--- src/rtl/parity_sweep_pkg.sv ---
// rtl/parity_sweep_pkg.sv - shared types, defaults and golden parity function for the parity sweep controller
package parity_sweep_pkg;

  localparam int N_IN_DEFAULT   = 3;
  localparam int SETTLE_DEFAULT = 2;
  localparam int NUM_VEC        = 2 ** N_IN_DEFAULT;

  typedef enum logic [1:0] {
    IDLE  = 2'd0,
    WAIT  = 2'd1,
    CHECK = 2'd2,
    DONE  = 2'd3
  } state_t;

  // Zero-extending the vector to 32 bits leaves its parity unchanged.
  function automatic logic exp_parity(input logic [31:0] vec, input logic odd_mode);
    return odd_mode ? ^vec : ~^vec;
  endfunction

endpackage

--- src/rtl/parity_ref_model.sv ---
// rtl/parity_ref_model.sv - combinational golden model of the 3-input parity/odd-checker gate
module parity_ref_model
  import parity_sweep_pkg::*;
#(
  parameter int N_IN = N_IN_DEFAULT
) (
  input  logic [N_IN-1:0] vec,
  input  logic            odd_mode,
  output logic            exp_w
);

  always_comb begin
    exp_w = exp_parity(32'(vec), odd_mode);
  end

endmodule

--- src/rtl/parity_sweep_ctrl.sv ---
// rtl/parity_sweep_ctrl.sv - sweeps every input vector through the gate, settles, samples and scores against parity
module parity_sweep_ctrl
  import parity_sweep_pkg::*;
#(
  parameter int N_IN   = N_IN_DEFAULT,
  parameter int SETTLE = SETTLE_DEFAULT
) (
  input  logic            clk,
  input  logic            rst,
  input  logic            start,
  input  logic            abort,
  input  logic            odd_mode,
  output logic [N_IN-1:0] dut_in,
  input  logic            dut_w,
  output logic            busy,
  output logic            done,
  output logic            pass,
  output logic [N_IN:0]   err_cnt,
  output logic [N_IN-1:0] first_fail_vec,
  output logic            first_fail_valid
);

  localparam int                CNT_W    = (SETTLE > 1) ? $clog2(SETTLE) : 1;
  localparam logic [CNT_W-1:0]  CNT_LAST = CNT_W'(SETTLE - 1);
  localparam logic [N_IN-1:0]   VEC_LAST = '1;

  state_t            state_q, state_d;
  logic [N_IN-1:0]   vec_q, vec_d;
  logic [CNT_W-1:0]  cnt_q, cnt_d;
  logic              odd_q, odd_d;
  logic              busy_q, busy_d;
  logic              done_q, done_d;
  logic              pass_q, pass_d;
  logic [N_IN:0]     err_cnt_q, err_cnt_d;
  logic [N_IN-1:0]   ffv_q, ffv_d;
  logic              ffvalid_q, ffvalid_d;
  logic              exp_w;

  parity_ref_model #(.N_IN(N_IN)) u_ref (
    .vec      (vec_q),
    .odd_mode (odd_q),
    .exp_w    (exp_w)
  );

  always_comb begin
    state_d   = state_q;
    vec_d     = vec_q;
    cnt_d     = cnt_q;
    odd_d     = odd_q;
    busy_d    = busy_q;
    done_d    = done_q;
    pass_d    = pass_q;
    err_cnt_d = err_cnt_q;
    ffv_d     = ffv_q;
    ffvalid_d = ffvalid_q;

    case (state_q)
      IDLE, DONE: begin
        if (start && !abort) begin
          odd_d     = odd_mode;
          vec_d     = '0;
          cnt_d     = '0;
          err_cnt_d = '0;
          ffvalid_d = 1'b0;
          done_d    = 1'b0;
          pass_d    = 1'b0;
          busy_d    = 1'b1;
          state_d   = WAIT;
        end
      end
      WAIT: begin
        if (abort) begin
          state_d = IDLE;
          vec_d   = '0;
          busy_d  = 1'b0;
          done_d  = 1'b0;
        end else if (cnt_q == CNT_LAST) begin
          state_d = CHECK;
        end else begin
          cnt_d = cnt_q + CNT_W'(1);
        end
      end
      CHECK: begin
        // An aborted CHECK cycle leaves the score untouched.
        if (abort) begin
          state_d = IDLE;
          vec_d   = '0;
          busy_d  = 1'b0;
          done_d  = 1'b0;
        end else begin
          if (dut_w != exp_w) begin
            err_cnt_d = err_cnt_q + (N_IN + 1)'(1);
            if (!ffvalid_q) begin
              ffv_d     = vec_q;
              ffvalid_d = 1'b1;
            end
          end
          if (vec_q == VEC_LAST) begin
            state_d = DONE;
            busy_d  = 1'b0;
            done_d  = 1'b1;
            pass_d  = (err_cnt_d == '0);
          end else begin
            vec_d   = vec_q + N_IN'(1);
            cnt_d   = '0;
            state_d = WAIT;
          end
        end
      end
      default: state_d = IDLE;
    endcase
  end

  always_ff @(posedge clk) begin
    if (rst) begin
      state_q   <= IDLE;
      vec_q     <= '0;
      cnt_q     <= '0;
      odd_q     <= 1'b0;
      busy_q    <= 1'b0;
      done_q    <= 1'b0;
      pass_q    <= 1'b0;
      err_cnt_q <= '0;
      ffv_q     <= '0;
      ffvalid_q <= 1'b0;
    end else begin
      state_q   <= state_d;
      vec_q     <= vec_d;
      cnt_q     <= cnt_d;
      odd_q     <= odd_d;
      busy_q    <= busy_d;
      done_q    <= done_d;
      pass_q    <= pass_d;
      err_cnt_q <= err_cnt_d;
      ffv_q     <= ffv_d;
      ffvalid_q <= ffvalid_d;
    end
  end

  assign dut_in           = vec_q;
  assign busy             = busy_q;
  assign done             = done_q;
  assign pass             = pass_q;
  assign err_cnt          = err_cnt_q;
  assign first_fail_vec   = ffv_q;
  assign first_fail_valid = ffvalid_q;

endmodule
--- config.mk ---
export PLATFORM = sky130hd
export DESIGN_NAME = parity_sweep_ctrl
export DESIGN_NICKNAME = d
export VERILOG_FILES = /design/src/rtl/parity_sweep_pkg.sv /design/src/rtl/parity_ref_model.sv /design/src/rtl/parity_sweep_ctrl.sv
export SDC_FILE = /design/constraint.sdc
export NUM_CORES = 1
export LEC_CHECK = 0
export CAP_MARGIN = 20
export CORE_ASPECT_RATIO = 1.25
export CORE_MARGIN = 2
export CORE_UTILIZATION = 45
export CTS_CLUSTER_SIZE = 10
export DETAILED_ROUTE_END_ITERATION = 16
export HOLD_SLACK_MARGIN = 0.03
export MAX_ROUTING_LAYER = met4
export PLACE_DENSITY = 0.73
export SLEW_MARGIN = 20
export SYNTH_ARGS = -nofsm -noshare
export SYNTH_HDL_FRONTEND = slang
export SYNTH_HIERARCHICAL = 1
export SYNTH_SLANG_ARGS = --single-unit
export TNS_END_PERCENT = 5
--- constraint.sdc ---
create_clock -name clk -period 2.98 [get_ports clk]
set_input_delay 0.298 -clock clk [delete_from_list [all_inputs] [get_ports clk]]
set_output_delay 0.298 -clock clk [all_outputs]
set_load 0.1 [all_outputs]
==> impl_metrics.ini, run 1 <==
[status]
status = finished clean

[detailed_routing]
wirelength_um = 2110
vias = 899
ant_nets = 0
via_per_inst = 5.48
drtIter0Drc = 18
drc = 0
drtPass1Iterations = 4
wl_per_cell_um = 12.9

[yosys]
synth_area_um2 = 1020
synth_edf_count = 0
syn_nets = 128
synth_largest_area_cell = dfxtp_1
synth_area_leaders = dfxtp_1 35%, mux2i_1 7.9%, ha_1 6.1%, nor2_1 5.9%, a21oi_1 4.4%
synth_warnings = 6
ys_types = 38
yosys-top-cells-count = 18 x dfxtp_1, 16 x nor2_1, 9 x a21oi_1
synthCells = 117
synth_flop_cell = dfxtp_1
yosys_register_bits = 18
async_reset_ff_frac = 0
synth.most_common_cell = dfxtp_1
avgSynthCellArea_um2 = 8.70
ys_seq_area_frac = 0.354
synth_top_area_frac = 0.354

[critical_path]
path_cells = clkdlybuf4s50_1
crit_path_top_delay_cell = clkdlybuf4s50_1
critPathMaxStageDelay_ns = 1.13
endpoint_kind = primary output
crit_fanout = 2
cp.buffers_inverters = 1
crit_type = reg -> out
cp-start-kind = register
rrSetupSlack_ns = 1.00
cp_data_required_time_ns = 2.68
critPathTopFamily = buffers and inverters
arrival_ns = 1.77

[sta]
skew_ns = 0.00836
hold_viol = 0
worst_slack_ns = 0.910
finalCritPeriodShare = 0.695
layout_min_cycle_time_ns = 2.07
fmaxAchievable_ghz = 0.483
worst_slew_pin_slew_ns = 0.958
grt_setup_unrepaired = no
setup_viol = 0
drv_slew = 0
slew-limit-headroom = 0.360
setup_tns_ns = 0

[placed_design]
dp_hpwl_um = 1610
port_buffers = 19
post-place-ws_ns = 0.969
gp_congestion = 0.883

[clocking]
cts.sinks = 18
clk_pin_slew_ns = 0.11
clock_path_buffers = 2
cts_buffers = 3
cts_root_buf = clkbuf_4
cts_setup_buffers = 0
cts_tree = built
post_cts_resized = 0
clk_latency_ns = 0.29
cts_hold_buf = 0
htreeDepth = 1

[global_route]
gr-total-overflow = 0
antenna_found_initial = 0
grt_max_degree = 18
gr-usage-all-layers = 0.188
grt_pass1_vias = 832
grt_pass1_wl_um = 3670

[power_and_ir_drop]
power_frac_seq = 0.481
p_sw_mw = 0.161
internal-power_mw = 0.368
combPwrFrac = 0.234
peakVddDrop_mv = 0.251
p_leak_nw = 0.512
power.density_nw_per_um2 = 433
sw_frac_of_total = 0.304
clockPowerShare = 0.284

[finish]
nNetsFinal = 145
seqCellArea_um2 = 360
area_growth_pct = 19.8
multi_input_area_um2 = 608
layout-drive-gt1-share = 0.150
antenna-diode-count = 0
n_fill_cell = 192

[die]
fp.dieW_um = 46.6
die_h_um = 57.2
rows = 19
io_pins = 20
core_area_um2 = 2160
initial_utilization = 0.471
dieArea_um2 = 2660

[run]
maxCapViolCount = 0

[worst_hold_path]
hold_class = reg -> reg
[power groups by stage]
stage               clock network (mW)  registers [mW]  logic (mW)
global placement                     0           0.260       0.121
global route                     0.161           0.255       0.135
CTS                              0.154           0.254       0.123
detailed placement                   0           0.260       0.123
finish                           0.150           0.254       0.124
floorplan                            0           0.282      0.0723
[layer usage]
layer  track usage  vias up  wire length, um
met3        0.0285        4               63
met1         0.227      422              942
met4        0.0735        0               38
li1              -      454                -
met2         0.306       19             1070
met5             -        -                0
[cell families after synthesis]
group	share of synthesized area
muxes	0.0786
adders and majority gates	0.0614
DFF	0.354
buffers and inverters	0.0491
and+or+nand+nor	0.213
AOI/OAI and AO/OA	0.194
xor gates and xnor gates	0.0504
[placed cells by master, fill, tap and decap left out, types with 2 or more instances in the layout]
cell type / count
dfxtp_1: 18
nor2_1: 16
buf_4: 13
a21oi_1: 9
mux2i_1: 8
nand2b_1: 6
clkdlybuf4s50_1: 6
inv_1: 5
ha_1: 5
a211oi_1: 4
nor3b_1: 3
a22oi_1: 3
nor3_1: 3
clkbuf_4: 3
xnor2_1: 3
nor2b_1: 2
o21ai_0: 2
nand2_1: 2
nand3_1: 2
[cell type report]
class	count	area share
multi-input cells	87	0.498
flip-flops and latches	18	0.295
repair buffers	19	0.129
well taps	31	0.0318
clock buffers	4	0.0297
inverters	5	0.0154
[final timing paths]
| kind | start | endpoint | cells past startpoint |
|---|---|---|---|
| max | pass | pass | 1 |
| min | err_cnt[3] | err_cnt[3] | 2 |
| max reg2reg | state_q[0] | dut_in[2] | 6 |
| min reg2reg | err_cnt[3] | err_cnt[3] | 2 |
[per-stage QoR]
step	hold slack, ns	util	instance area, um2	total power [mW]	instances
final	0.507	0.564	1220	0.528	164
after global routing	0.556	0.564	1220	0.551	164
after CTS	0.509	0.564	1220	0.532	164
after detailed placement	0.490	0.547	1180	0.382	160
after global placement	0.477	0.547	1180	0.380	160
after floorplan	0.442	-	1020	0.355	117
[flip-flops by register name (all words and copies together), names as in the netlist]
signal            cells
pass                  1
cnt_q                 1
first_fail_vec        3
busy                  1
done                  1
err_cnt               4
first_fail_valid      1
odd_q                 1
dut_in                3
state_q               2
Note: power is estimated with default switching activity, not from simulation.
==> inputs of run 2 (changes only) <==
==> constraint.sdc (replaced) <==
create_clock -name clk -period 2 [get_ports clk]
set_input_delay 0.2 -clock clk [delete_from_list [all_inputs] [get_ports clk]]
set_output_delay 0.2 -clock clk [all_outputs]
set_load 0.1 [all_outputs]
==> run 2 against run 1 <==
Final cell count rose by 2.4%. Cell area up 3.0%. Sequential share of layout area about the same. Critical path type is now reg -> reg. First-iteration DRC count increased by 11%. Hold slack worse by 0.0042 ns. Largest power group unchanged. Sequential power increased by 48%. Critical path depth grew 5. Register-to-register slack lost 0.77 ns. Non-clock buffer count rose by 4. Sequential cell count stayed put. Critical endpoint is now first_fail_vec[1].
==> impl_metrics.ini, run 2 (synthesis gave the netlist of run 1 again) <==
[placed_design]
port_buffers = 19
dp_hpwl_um = 1700
gp_congestion = 0.842
post-place-ws_ns = 0.154

[clocking]
clock_path_buffers = 2
htreeDepth = 1
cts_buffers = 3
cts_root_buf = clkbuf_4
clk_latency_ns = 0.30
cts_setup_buffers = 0
cts_tree = built
clk_pin_slew_ns = 0.11
cts.sinks = 18

[power_and_ir_drop]
p_total_mw = 0.761
p_leak_nw = 0.535
power.density_nw_per_um2 = 606
peakVddDrop_mv = 0.528

[finish]
layout-drive-gt1-share = 0.204
antenna-diode-count = 0
final_cell_mix = 18 x buf_4, 16 x nor2_1, 15 x dfxtp_1
largest_reg_flops = 4
area_growth_pct = 23.3
final_common_cell = buf_4
nNetsFinal = 149

[global_route]
grt_pass1_vias = 871
gr-total-overflow = 0
antenna_found_initial = 0
grt_pass1_wl_um = 3830
gr-usage-all-layers = 0.201
grt_max_degree = 17

[status]
status = finished clean

[sta]
drv_slew = 0
grt_setup_unrepaired = no
slew-limit-headroom = 0.757
worst_slew_pin_slew_ns = 0.363
fmaxAchievable_ghz = 0.565
hold_viol = 0
skew_ns = 0.00127
finalCritPeriodShare = 0.885
layout_min_cycle_time_ns = 1.77
worst_slack_ns = 0.230
setup_tns_ns = 0
setup_viol = 0

[worst_hold_path]
hold_depth = 2
hold_class = reg -> reg
hold_path.startpoint = err_cnt[3]
min_delay_worst_endpoint = err_cnt[3]

[die]
die_h_um = 57.2
rows = 19
io_pins = 20
initial_utilization = 0.471
dieArea_um2 = 2660
core_area_um2 = 2160
fp.dieW_um = 46.6

[critical_path]
reg2reg_from = dut_in[2]
cp_data_required_time_ns = 2.20
ff2ff_path_depth = 6
crit_type = reg -> reg
crit_fanout = 8
timing.rr.end = first_fail_vec[1]
cp-start-kind = register
arrival_ns = 1.97
rrSetupSlack_ns = 0.23
endpoint_kind = register

[run]
maxCapViolCount = 0

[detailed_routing]
wirelength_um = 2210
drtPass1Iterations = 4
drc = 0
wl_per_cell_um = 13.2
ant_nets = 0
vias = 912
drtIter0Drc = 20
via_per_inst = 5.43
## run 2: worst max-delay path by stage
stage | start | end | cells after the start | slack (ns)
floorplan | dut_in[2] | first_fail_vec[0] | 7 | 0.06
global placement | dut_in[2] | first_fail_vec[1] | 6 | 0.18
detailed placement | dut_in[2] | first_fail_vec[1] | 6 | 0.15
CTS | dut_in[2] | first_fail_vec[1] | 6 | 0.13
global route | dut_in[1] | first_fail_vec[1] | 6 | 0.06
finish | dut_in[2] | first_fail_vec[1] | 6 | 0.23
## run 2: per-layer routing
layer	share of wire	global-route usage
met5	0	-
met4	0.013	0.0898
met3	0.033	0.0411
met2	0.53	0.319
met1	0.42	0.236
## run 2: cell type report
cell class / count / area [um2]
clock buffer: 3 / 22.5
clock inverter: 1 / 3.75
inverter: 5 / 18.8
multi-input combinational: 87 / 616
tap: 31 / 38.8
fill: 191 / 907
sequential: 18 / 372
timing repair buffer: 23 / 185
## run 2: power breakdown
part / internal [mW] / leakage, nW / switching [mW]
clock network: 0.0728 / 0.0154 / 0.121
registers: 0.366 / 0.148 / 0.00846
logic: 0.0739 / 0.371 / 0.118
total: 0.513 / 0.535 / 0.248
## run 2: repair_timing
action	CTS	global route
hold buffers	0	0
resized for setup	0	1
setup endpoints to repair	0	1
## run 2: critical path, stage by stage, from the launching register on
cell	delay, ns
dfxtp_4	0.38
xnor2_1	0.23
xnor2_2	0.19
xnor2_2	0.18
or3_1	0.46
mux2i_1	0.18
nor2_1	0.06
## run 2: per-stage QoR
step / util / instance area, um2 / instances / hold WS (ns)
floorplan: - / 1030 / 117 / 0.344
detailed placement: 0.565 / 1220 / 164 / 0.491
global placement: 0.565 / 1220 / 164 / 0.480
CTS: 0.577 / 1250 / 168 / 0.510
finish: 0.581 / 1260 / 168 / 0.503
global route: 0.581 / 1260 / 168 / 0.538
==> inputs of run 3 (changes only) <==
--- a/config.mk
+++ b/config.mk
@@ -14,6 +14,7 @@
 export HOLD_SLACK_MARGIN = 0.03
 export MAX_ROUTING_LAYER = met4
 export PLACE_DENSITY = 0.73
+export SKIP_CTS_REPAIR_TIMING = 1
 export SLEW_MARGIN = 20
 export SYNTH_ARGS = -nofsm -noshare
 export SYNTH_HDL_FRONTEND = slang
==> results of run 3 <==
Same layout as run 2: the final DEF is identical, and so are final timing and power.
